$ cat config.mk
export PLATFORM = sky130hd
export DESIGN_NAME = uart_tx
export DESIGN_NICKNAME = d
export VERILOG_FILES = /design/src/rtl/uart_tx.sv
export SDC_FILE = /design/constraint.sdc
export NUM_CORES = 1
export LEC_CHECK = 0
export BUFFER_PORTS_ARGS = -buffer_cell sky130_fd_sc_hd__buf_2
export CORE_MARGIN = 10
export CORE_UTILIZATION = 29
export CTS_CLUSTER_DIAMETER = 30
export CTS_CLUSTER_SIZE = 28
export DETAILED_ROUTE_END_ITERATION = 7
export PLACE_DENSITY = 0.59
export SLEW_MARGIN = 40
export SYNTH_ARGS = -nofsm -noshare
export SYNTH_HDL_FRONTEND = slang
export SYNTH_SLANG_ARGS = --single-unit
$ cat constraint.sdc
create_clock -name i_CLK -period 2.1 [get_ports i_CLK]
set_input_delay 0.21 -clock i_CLK [delete_from_list [all_inputs] [get_ports i_CLK]]
set_output_delay 0.21 -clock i_CLK [all_outputs]
set_load 0.1 [all_outputs]
$ cat src/rtl/uart_tx.sv
// 8N1 UART transmitter driven by an upstream baud strobe.
// Define UART_TX_PARITY_EN to insert an even-parity bit (8E1 framing).
module uart_tx #(
  parameter int unsigned DATA_BITS = 8
) (
  input  logic       i_CLK,
  input  logic       i_RESET,
  input  logic       i_CLK_ENABLE,
  input  logic       i_TX_ENABLE,
  input  logic [7:0] i_DATA_IN,
  output logic       o_TX,
  output logic       o_TX_BUSY
);

  localparam int unsigned CNT_W  = 4;
  localparam int unsigned IDX_W  = 3;
  localparam int unsigned BYTE_W = 8;
  localparam logic [CNT_W-1:0] LAST_BIT = CNT_W'(DATA_BITS - 1);

  if (DATA_BITS != 8) begin : g_bad_data_bits
    $error("uart_tx supports only DATA_BITS = 8");
  end

`ifdef UART_TX_PARITY_EN
  localparam int unsigned STATE_W = 3;
  typedef enum logic [STATE_W-1:0] {
    IDLE   = 3'b000,
    START  = 3'b001,
    DATA   = 3'b010,
    STOP   = 3'b011,
    PARITY = 3'b100
  } state_t;
`else
  localparam int unsigned STATE_W = 2;
  typedef enum logic [STATE_W-1:0] {
    IDLE  = 2'b00,
    START = 2'b01,
    DATA  = 2'b10,
    STOP  = 2'b11
  } state_t;
`endif

  state_t             state_q, state_d;
  logic [CNT_W-1:0]   cnt_q, cnt_d;
  logic [BYTE_W-1:0]  data_q, data_d;
  logic               tx_q, tx_d;
  logic               busy_q, busy_d;
  logic [IDX_W-1:0]   next_idx;

  assign next_idx = IDX_W'(cnt_q + CNT_W'(1));

  // State and output registers; everything advances only on a baud strobe.
  always_ff @(posedge i_CLK) begin
    if (i_RESET) begin
      state_q <= IDLE;
      cnt_q   <= '0;
      data_q  <= '0;
      tx_q    <= 1'b1;
      busy_q  <= 1'b0;
    end else if (i_CLK_ENABLE) begin
      state_q <= state_d;
      cnt_q   <= cnt_d;
      data_q  <= data_d;
      tx_q    <= tx_d;
      busy_q  <= busy_d;
    end
  end

  // Next-state and next-output logic.
  always_comb begin
    state_d = state_q;
    cnt_d   = cnt_q;
    data_d  = data_q;
    tx_d    = tx_q;
    busy_d  = busy_q;
    case (state_q)
      IDLE: begin
        tx_d   = 1'b1;
        busy_d = 1'b0;
        if (i_TX_ENABLE) begin
          data_d  = i_DATA_IN;
          tx_d    = 1'b0;
          busy_d  = 1'b1;
          state_d = START;
        end
      end
      START: begin
        tx_d    = data_q[0];
        cnt_d   = '0;
        state_d = DATA;
      end
      DATA: begin
        if (cnt_q < LAST_BIT) begin
          cnt_d = cnt_q + CNT_W'(1);
          tx_d  = data_q[next_idx];
        end else begin
          cnt_d   = '0;
`ifdef UART_TX_PARITY_EN
          tx_d    = ^data_q;
          state_d = PARITY;
`else
          tx_d    = 1'b1;
          state_d = STOP;
`endif
        end
      end
`ifdef UART_TX_PARITY_EN
      PARITY: begin
        tx_d    = 1'b1;
        state_d = STOP;
      end
`endif
      STOP: begin
        tx_d    = 1'b1;
        busy_d  = 1'b0;
        state_d = IDLE;
      end
      default: begin
        state_d = IDLE;
        cnt_d   = '0;
        data_d  = '0;
        tx_d    = 1'b1;
        busy_d  = 1'b0;
      end
    endcase
  end

  assign o_TX      = tx_q;
  assign o_TX_BUSY = busy_q;

endmodule

==> flow_summary.json, run 1 <==
{
  "drv_cap": 0,
  "cts_hold_buf": 0,
  "core_region_area_sq_mm": 0.00254,
  "cts_made_buffers": 3,
  "ioPinCount": 14,
  "avgSynthCellArea_sq_um": 9.53,
  "hpwl_mm": 1.28,
  "outcome": "finished, final reports clean",
  "drc": 0,
  "arrival_ns": 1.94,
  "synth_top_cell_area_share_pct": 40.0,
  "synth_edf_count": 0,
  "fin_skew_ns": 0.0105,
  "synth_area_sq_um": 801,
  "powerDensity_mw_per_mm2": 725,
  "initial_core_util_pct": 31.5,
  "switchingPower_mw": 0.193,
  "via_per_inst": 4.77,
  "grt_use_total_pct": 6.93,
  "drtPass1Iterations": 4,
  "slew_headroom_pct": 66.6,
  "grt_antenna_before_repair": 0,
  "fmax_ghz": 0.571,
  "post_cts.repair.setup_buffers": 0,
  "avgRoutedWirePerCell_um": 12.5,
  "ant_nets": 0,
  "setup_viol": 0,
  "final_max_slew_viol_count": 0,
  "synthFlopType": "dfxtp_1",
  "crit_type": "register to register",
  "finalSetupTns_ns": 0,
  "cts_buffer_depth": 2,
  "cts_tree": "yes",
  "cts_resized": 0,
  "synth-seq-area-share_pct": 40.0,
  "total_power_mw": 0.670,
  "fin_cells": 128,
  "holdWs_ns": 0.147,
  "leakage_nw": 0.412,
  "synth_warnings": 0,
  "areaGrowthSynthToFinish_pct": 15.5,
  "seqCellArea_sq_um": 320,
  "synth_nets": 102,
  "path_clk_slew_ns": 0.10,
  "worstPathCellList": "ha_1 > mux4_2 > o21ai_1 > nor4b_2 > o31ai_1",
  "portBuffers": 13,
  "cp_top_family": "multiplexers",
  "crit_fanout": 7,
  "rsz0062_at_grt": "no",
  "via_count": 610,
  "synth.area.mux_share_pct": 16.6,
  "synth_cell_types": 28,
  "crit_path_max_incr_delay_ns": 0.52,
  "peakVddDrop_mv": 0.392,
  "critPathLaunchType": "register",
  "pwr-share-clk_pct": 30.2,
  "ys_async_sr_fraction_pct": 0,
  "crit_required_ns": 2.28,
  "cts_max_level": 1,
  "synth-simple-area-share_pct": 18.1,
  "synth_compound_gate_area_share_pct": 12.2,
  "clk_latency_ns": 0.29,
  "fillers": 269,
  "power_frac_seq_pct": 49.5,
  "totalWireLength_mm": 1.61,
  "clkSinkCount": 16,
  "row_count": 18,
  "synth-xor-area-share_pct": 0,
  "syn_inst": 84,
  "sw_frac_of_total_pct": 28.8,
  "root_buffer": "clkbuf_4",
  "internal_power_mw": 0.477,
  "layout-drive-gt1-share_pct": 22.4,
  "tightestPinTransition_ns": 0.499,
  "dieHeight_um": 72.5,
  "grt_overflow": 0,
  "synth_top_family_by_area": "simple AND/OR/NAND/NOR gates",
  "min_path_type": "input pin to register",
  "dp_cells": 124,
  "comb_power_share_pct": 20.4,
  "synthTopCellsByArea": "dfxtp_1 40%, mux2i_1 14%, ha_1 9.4%",
  "hold_violations": 0,
  "nets": 117,
  "synth_fa_ha_area_share_pct": 9.38,
  "grt_max_degree": 17,
  "period_share_pct": 83.4,
  "die_area_sq_mm": 0.00526,
  "grt_pass1_vias": 659,
  "die_width_um": 72.5,
  "gp_congestion": 0.797,
  "end_kind": "register",
  "multi_input_area_sq_um": 450,
  "yosysTopAreaCell": "dfxtp_1",
  "netlist_top_cells_count": "16 x dfxtp_1, 12 x nor2_1, 11 x mux2i_1, 7 x nand2_1, 6 x ha_1",
  "fin_crit_ns": 1.75,
  "critPathSlowestCell": "mux4_2",
  "grt_pass1_wl_mm": 2.93,
  "path_buf_inv": 0,
  "synth_seq_cells": 16,
  "drt_iter0_drc": 14,
  "diodes": 0,
  "yosysMostFrequentCell": "dfxtp_1"
}
[cell usage in the layout (no fill, tap or decap)]
cell | Yosys | routed
a2bb2oi_1 | 1 | 1
nor4_1 | 1 | 1
or4_1 | 1 | 1
or3_1 | 1 | 1
clkbuf_4 | 0 | 3
clkbuf_8 | 0 | 1
a21oi_1 | 5 | 5
inv_1 | 3 | 3
a211oi_1 | 3 | 3
nor2_1 | 12 | 12
nor4b_1 | 1 | 1
and2_1 | 1 | 1
a221oi_2 | 1 | 1
o21ai_1 | 1 | 1
a21oi_2 | 1 | 1
ha_1 | 6 | 6
inv_2 | 1 | 1
buf_2 | 0 | 13
dfxtp_1 | 16 | 16
nand2_1 | 7 | 7
nor4b_2 | 1 | 1
mux2i_1 | 11 | 11
o31ai_1 | 1 | 1
o21ai_0 | 1 | 1
mux4_2 | 1 | 1
nand3_1 | 1 | 1
nor2b_1 | 1 | 1
nand4_1 | 2 | 2
[state kept, by name, indices dropped and copies added (netlist names)]
name       flops
data_q         8
cnt_q          4
state_q        2
o_TX           1
o_TX_BUSY      1
[worst reg2reg max path, stage by stage, from the launching register on]
cell and delay, ns:
dfxtp_1 0.40, ha_1 0.39, mux4_2 0.52, o21ai_1 0.08, nor4b_2 0.19, o31ai_1 0.09
[final timing paths]
check                                               to              startpoint  cells after the start  slack [ns]
worst max register to register       o_TX$_SDFFE_PP1P_   cnt_q[0]$_SDFFE_PP0P_                      5        0.35
worst min register to register  o_TX_BUSY$_SDFFE_PP0P_  o_TX_BUSY$_SDFFE_PP0P_                      2        0.48
worst max-delay path                 o_TX$_SDFFE_PP1P_   cnt_q[0]$_SDFFE_PP0P_                      5        0.35
worst min-delay path            data_q[2]$_SDFFE_PP0P_            i_DATA_IN[2]                      3        0.15
[through the flow]
| step | cell area, sq um | setup slack [ns] | util, % |
|---|---|---|---|
| 2_1_floorplan | 801 | 0.535 | - |
| 5_1_grt | 925 | 0.224 | 36.3 |
| 4_1_cts | 925 | 0.340 | 36.3 |
| 6_report | 925 | 0.348 | 36.3 |
| 3_3_place_gp | 888 | 0.406 | 34.9 |
| 3_5_place_dp | 888 | 0.348 | 34.9 |
[cell families (layout without fill, tap and decap cells)]
family | Yosys count | in the layout
compound gates | 14 | 14
mux | 12 | 12
buf+inv | 7 | 21
simple gates | 29 | 29
flops | 16 | 16
fa+ha+maj | 6 | 6
[metal layers]
metal | share of wire [%] | global-route usage, % | up-vias
li1 | - | - | 327
met1 | 48 | 7.90 | 273
met3 | 3.6 | 2.45 | 2
met4 | 0.75 | 3.80 | 0
met5 | 0 | 0 | -
met2 | 48 | 11.0 | 8
[area by class of cell]
| type | instances | area share [%] |
|---|---|---|
| flip-flops and latches | 16 | 34.6 |
| multi-input cells | 61 | 48.7 |
| well taps | 30 | 4.06 |
| repair buffers | 13 | 7.04 |
| inverters | 4 | 1.62 |
| clock buffers | 4 | 3.92 |
[power by group through the flow]
stage | clock network, mW | logic (mW) | registers, mW
after floorplan | 0 | 0.0816 | 0.361
after global placement | 0 | 0.135 | 0.338
after detailed placement | 0 | 0.137 | 0.339
after CTS | 0.215 | 0.138 | 0.331
after global routing | 0.234 | 0.153 | 0.333
final | 0.202 | 0.137 | 0.331
Note: power is estimated with default switching activity, not from simulation.
==> inputs of run 2 (changes only) <==
--- a/config.mk
+++ b/config.mk
@@ -11,7 +11,7 @@
 export CTS_CLUSTER_DIAMETER = 30
 export CTS_CLUSTER_SIZE = 28
 export DETAILED_ROUTE_END_ITERATION = 7
-export PLACE_DENSITY = 0.59
+export PLACE_DENSITY = 0.61
 export SLEW_MARGIN = 40
 export SYNTH_ARGS = -nofsm -noshare
 export SYNTH_HDL_FRONTEND = slang
==> constraint.sdc (replaced) <==
create_clock -name i_CLK -period 1.6 [get_ports i_CLK]
set_input_delay 0.16 -clock i_CLK [delete_from_list [all_inputs] [get_ports i_CLK]]
set_output_delay 0.16 -clock i_CLK [all_outputs]
set_load 0.1 [all_outputs]
==> run 2 against run 1 <==
Non-clock buffer count increased by 5. Fmax increased by 12%. Hold slack got worse by 0.053 ns. Utilization increased by 2.5 points. Global-route usage increased by 0.11 points. Critical path depth unchanged. Routed wire length increased by 5.2%. Cell count increased by 3.9%. Final area increased by 6.9%. Clock skew about the same. Die area unchanged. Total power increased by 33%.
==> flow_summary.json, run 2 (synthesis gave the netlist of run 1 again) <==
{
  "regMostFlops": "data_q",
  "totalWireLength_mm": 1.69,
  "outcome": "finished, final reports clean",
  "cts_hold_buf": 0,
  "core_region_area_sq_mm": 0.00254,
  "cts_made_buffers": 3,
  "grt_max_degree": 17,
  "setup_viol": 0,
  "via_count": 649,
  "r2r_slack_ns": 0.03,
  "crit_type": "register to register",
  "fillers": 263,
  "largest_reg_flops": 8,
  "drv_cap": 0,
  "ioPinCount": 14,
  "end_kind": "register",
  "drtPass1Iterations": 2,
  "layout-drive-gt1-share_pct": 33.0,
  "drc": 0,
  "finalSetupTns_ns": 0,
  "ant_nets": 0,
  "root_buffer": "clkbuf_4",
  "hold_violations": 0,
  "final_max_slew_viol_count": 0,
  "portBuffers": 13,
  "fmax_ghz": 0.637,
  "dp_cells": 129,
  "layout_commonest_cell": "buf_2",
  "cts_tree": "yes",
  "cts_buffer_depth": 2,
  "crit_fanout": 2,
  "via_per_inst": 4.88,
  "leakage_nw": 0.438,
  "path_clk_slew_ns": 0.10,
  "setup_ws_ns": 0.0305,
  "nets": 122,
  "grt_overflow": 0,
  "grt_antenna_before_repair": 0,
  "final_core_util_pct": 38.8,
  "slew_headroom_pct": 67.8,
  "place_area_sq_um": 926,
  "die_area_sq_mm": 0.00526,
  "fin_cells": 133,
  "hpwl_mm": 1.35,
  "finalInstanceArea_sq_um": 988,
  "grt_pass1_wl_mm": 3.11,
  "dieHeight_um": 72.5,
  "post_cts.repair.setup_buffers": 0,
  "gp_congestion": 0.823,
  "avgRoutedWirePerCell_um": 12.7,
  "rsz0062_at_grt": "yes",
  "final_cell_mix": "13 x buf_2, 12 x nor2_1, 12 x dfxtp_1, 11 x mux2i_1, 7 x nand2_1",
  "areaGrowthSynthToFinish_pct": 23.4,
  "cts_max_level": 1,
  "min_path_type": "input pin to register",
  "fin_skew_ns": 0.0103,
  "diodes": 0,
  "fin_crit_ns": 1.57,
  "dp_slack_ns": -0.0118,
  "grt_pass1_vias": 705,
  "peakVddDrop_mv": 0.430,
  "reg.largest.list": "data_q x8, cnt_q x4, state_q x2",
  "total_power_mw": 0.892,
  "powerDensity_mw_per_mm2": 903,
  "initial_core_util_pct": 31.5,
  "tightestPinTransition_ns": 0.487,
  "period_share_pct": 98.1,
  "clk_latency_ns": 0.29,
  "holdWs_ns": 0.0942,
  "drt_iter0_drc": 11,
  "die_width_um": 72.5,
  "crit_required_ns": 1.78,
  "row_count": 18,
  "critPathLaunchType": "register",
  "grt_use_total_pct": 7.04,
  "arrival_ns": 1.75,
  "clkSinkCount": 16
}
-- run 2: report_power, final --
part | leakage, nW | internal, mW | total [mW] | switching [mW]
sequential | 0.132 | 0.421 | 0.434 | 0.0135
clock | 0.0210 | 0.138 | 0.270 | 0.132
combinational | 0.285 | 0.0732 | 0.187 | 0.114
total | 0.438 | 0.632 | 0.892 | 0.260
-- run 2: worst paths after layout --
path,start,end,cells past startpoint
setup / recovery,cnt_q[0]$_SDFFE_PP0P_,o_TX$_SDFFE_PP1P_,5
hold / removal,i_DATA_IN[1],data_q[1]$_SDFFE_PP0P_,3
setup reg to reg,cnt_q[0]$_SDFFE_PP0P_,o_TX$_SDFFE_PP1P_,5
hold reg to reg,o_TX_BUSY$_SDFFE_PP0P_,o_TX_BUSY$_SDFFE_PP0P_,2
-- run 2: area by class of cell --
class / instances / area (sq um) / share of cell area, %
tap: 30 / 37.5 / 3.80
sequential: 16 / 325 / 32.9
inverter: 4 / 15.0 / 1.52
timing repair buffer: 18 / 103 / 10.4
clock buffer: 4 / 36.3 / 3.67
multi-input combinational: 61 / 472 / 47.7
-- run 2: critical path: stages (launching register included) --
cell,delay (ns)
dfxtp_2,0.35
ha_4,0.27
mux4_2,0.50
o21ai_2,0.07
nor4b_2,0.20
o31ai_1,0.08
-- run 2: timing repair --
action | in CTS | in global routing
endpoints found under the setup margin | 1 | 4
pin swaps | 1 | 0
gates resized for setup | 2 | 5
-- run 2: layer usage --
| layer | up-vias | global-route usage [%] | routed length (um) |
|---|---|---|---|
| li1 | 336 | - | - |
| met1 | 306 | 7.90 | 751 |
| met2 | 7 | 12.3 | 901 |
| met3 | 0 | 1.77 | 36 |
| met4 | 0 | 2.74 | 0 |
| met5 | - | 0 | 0 |
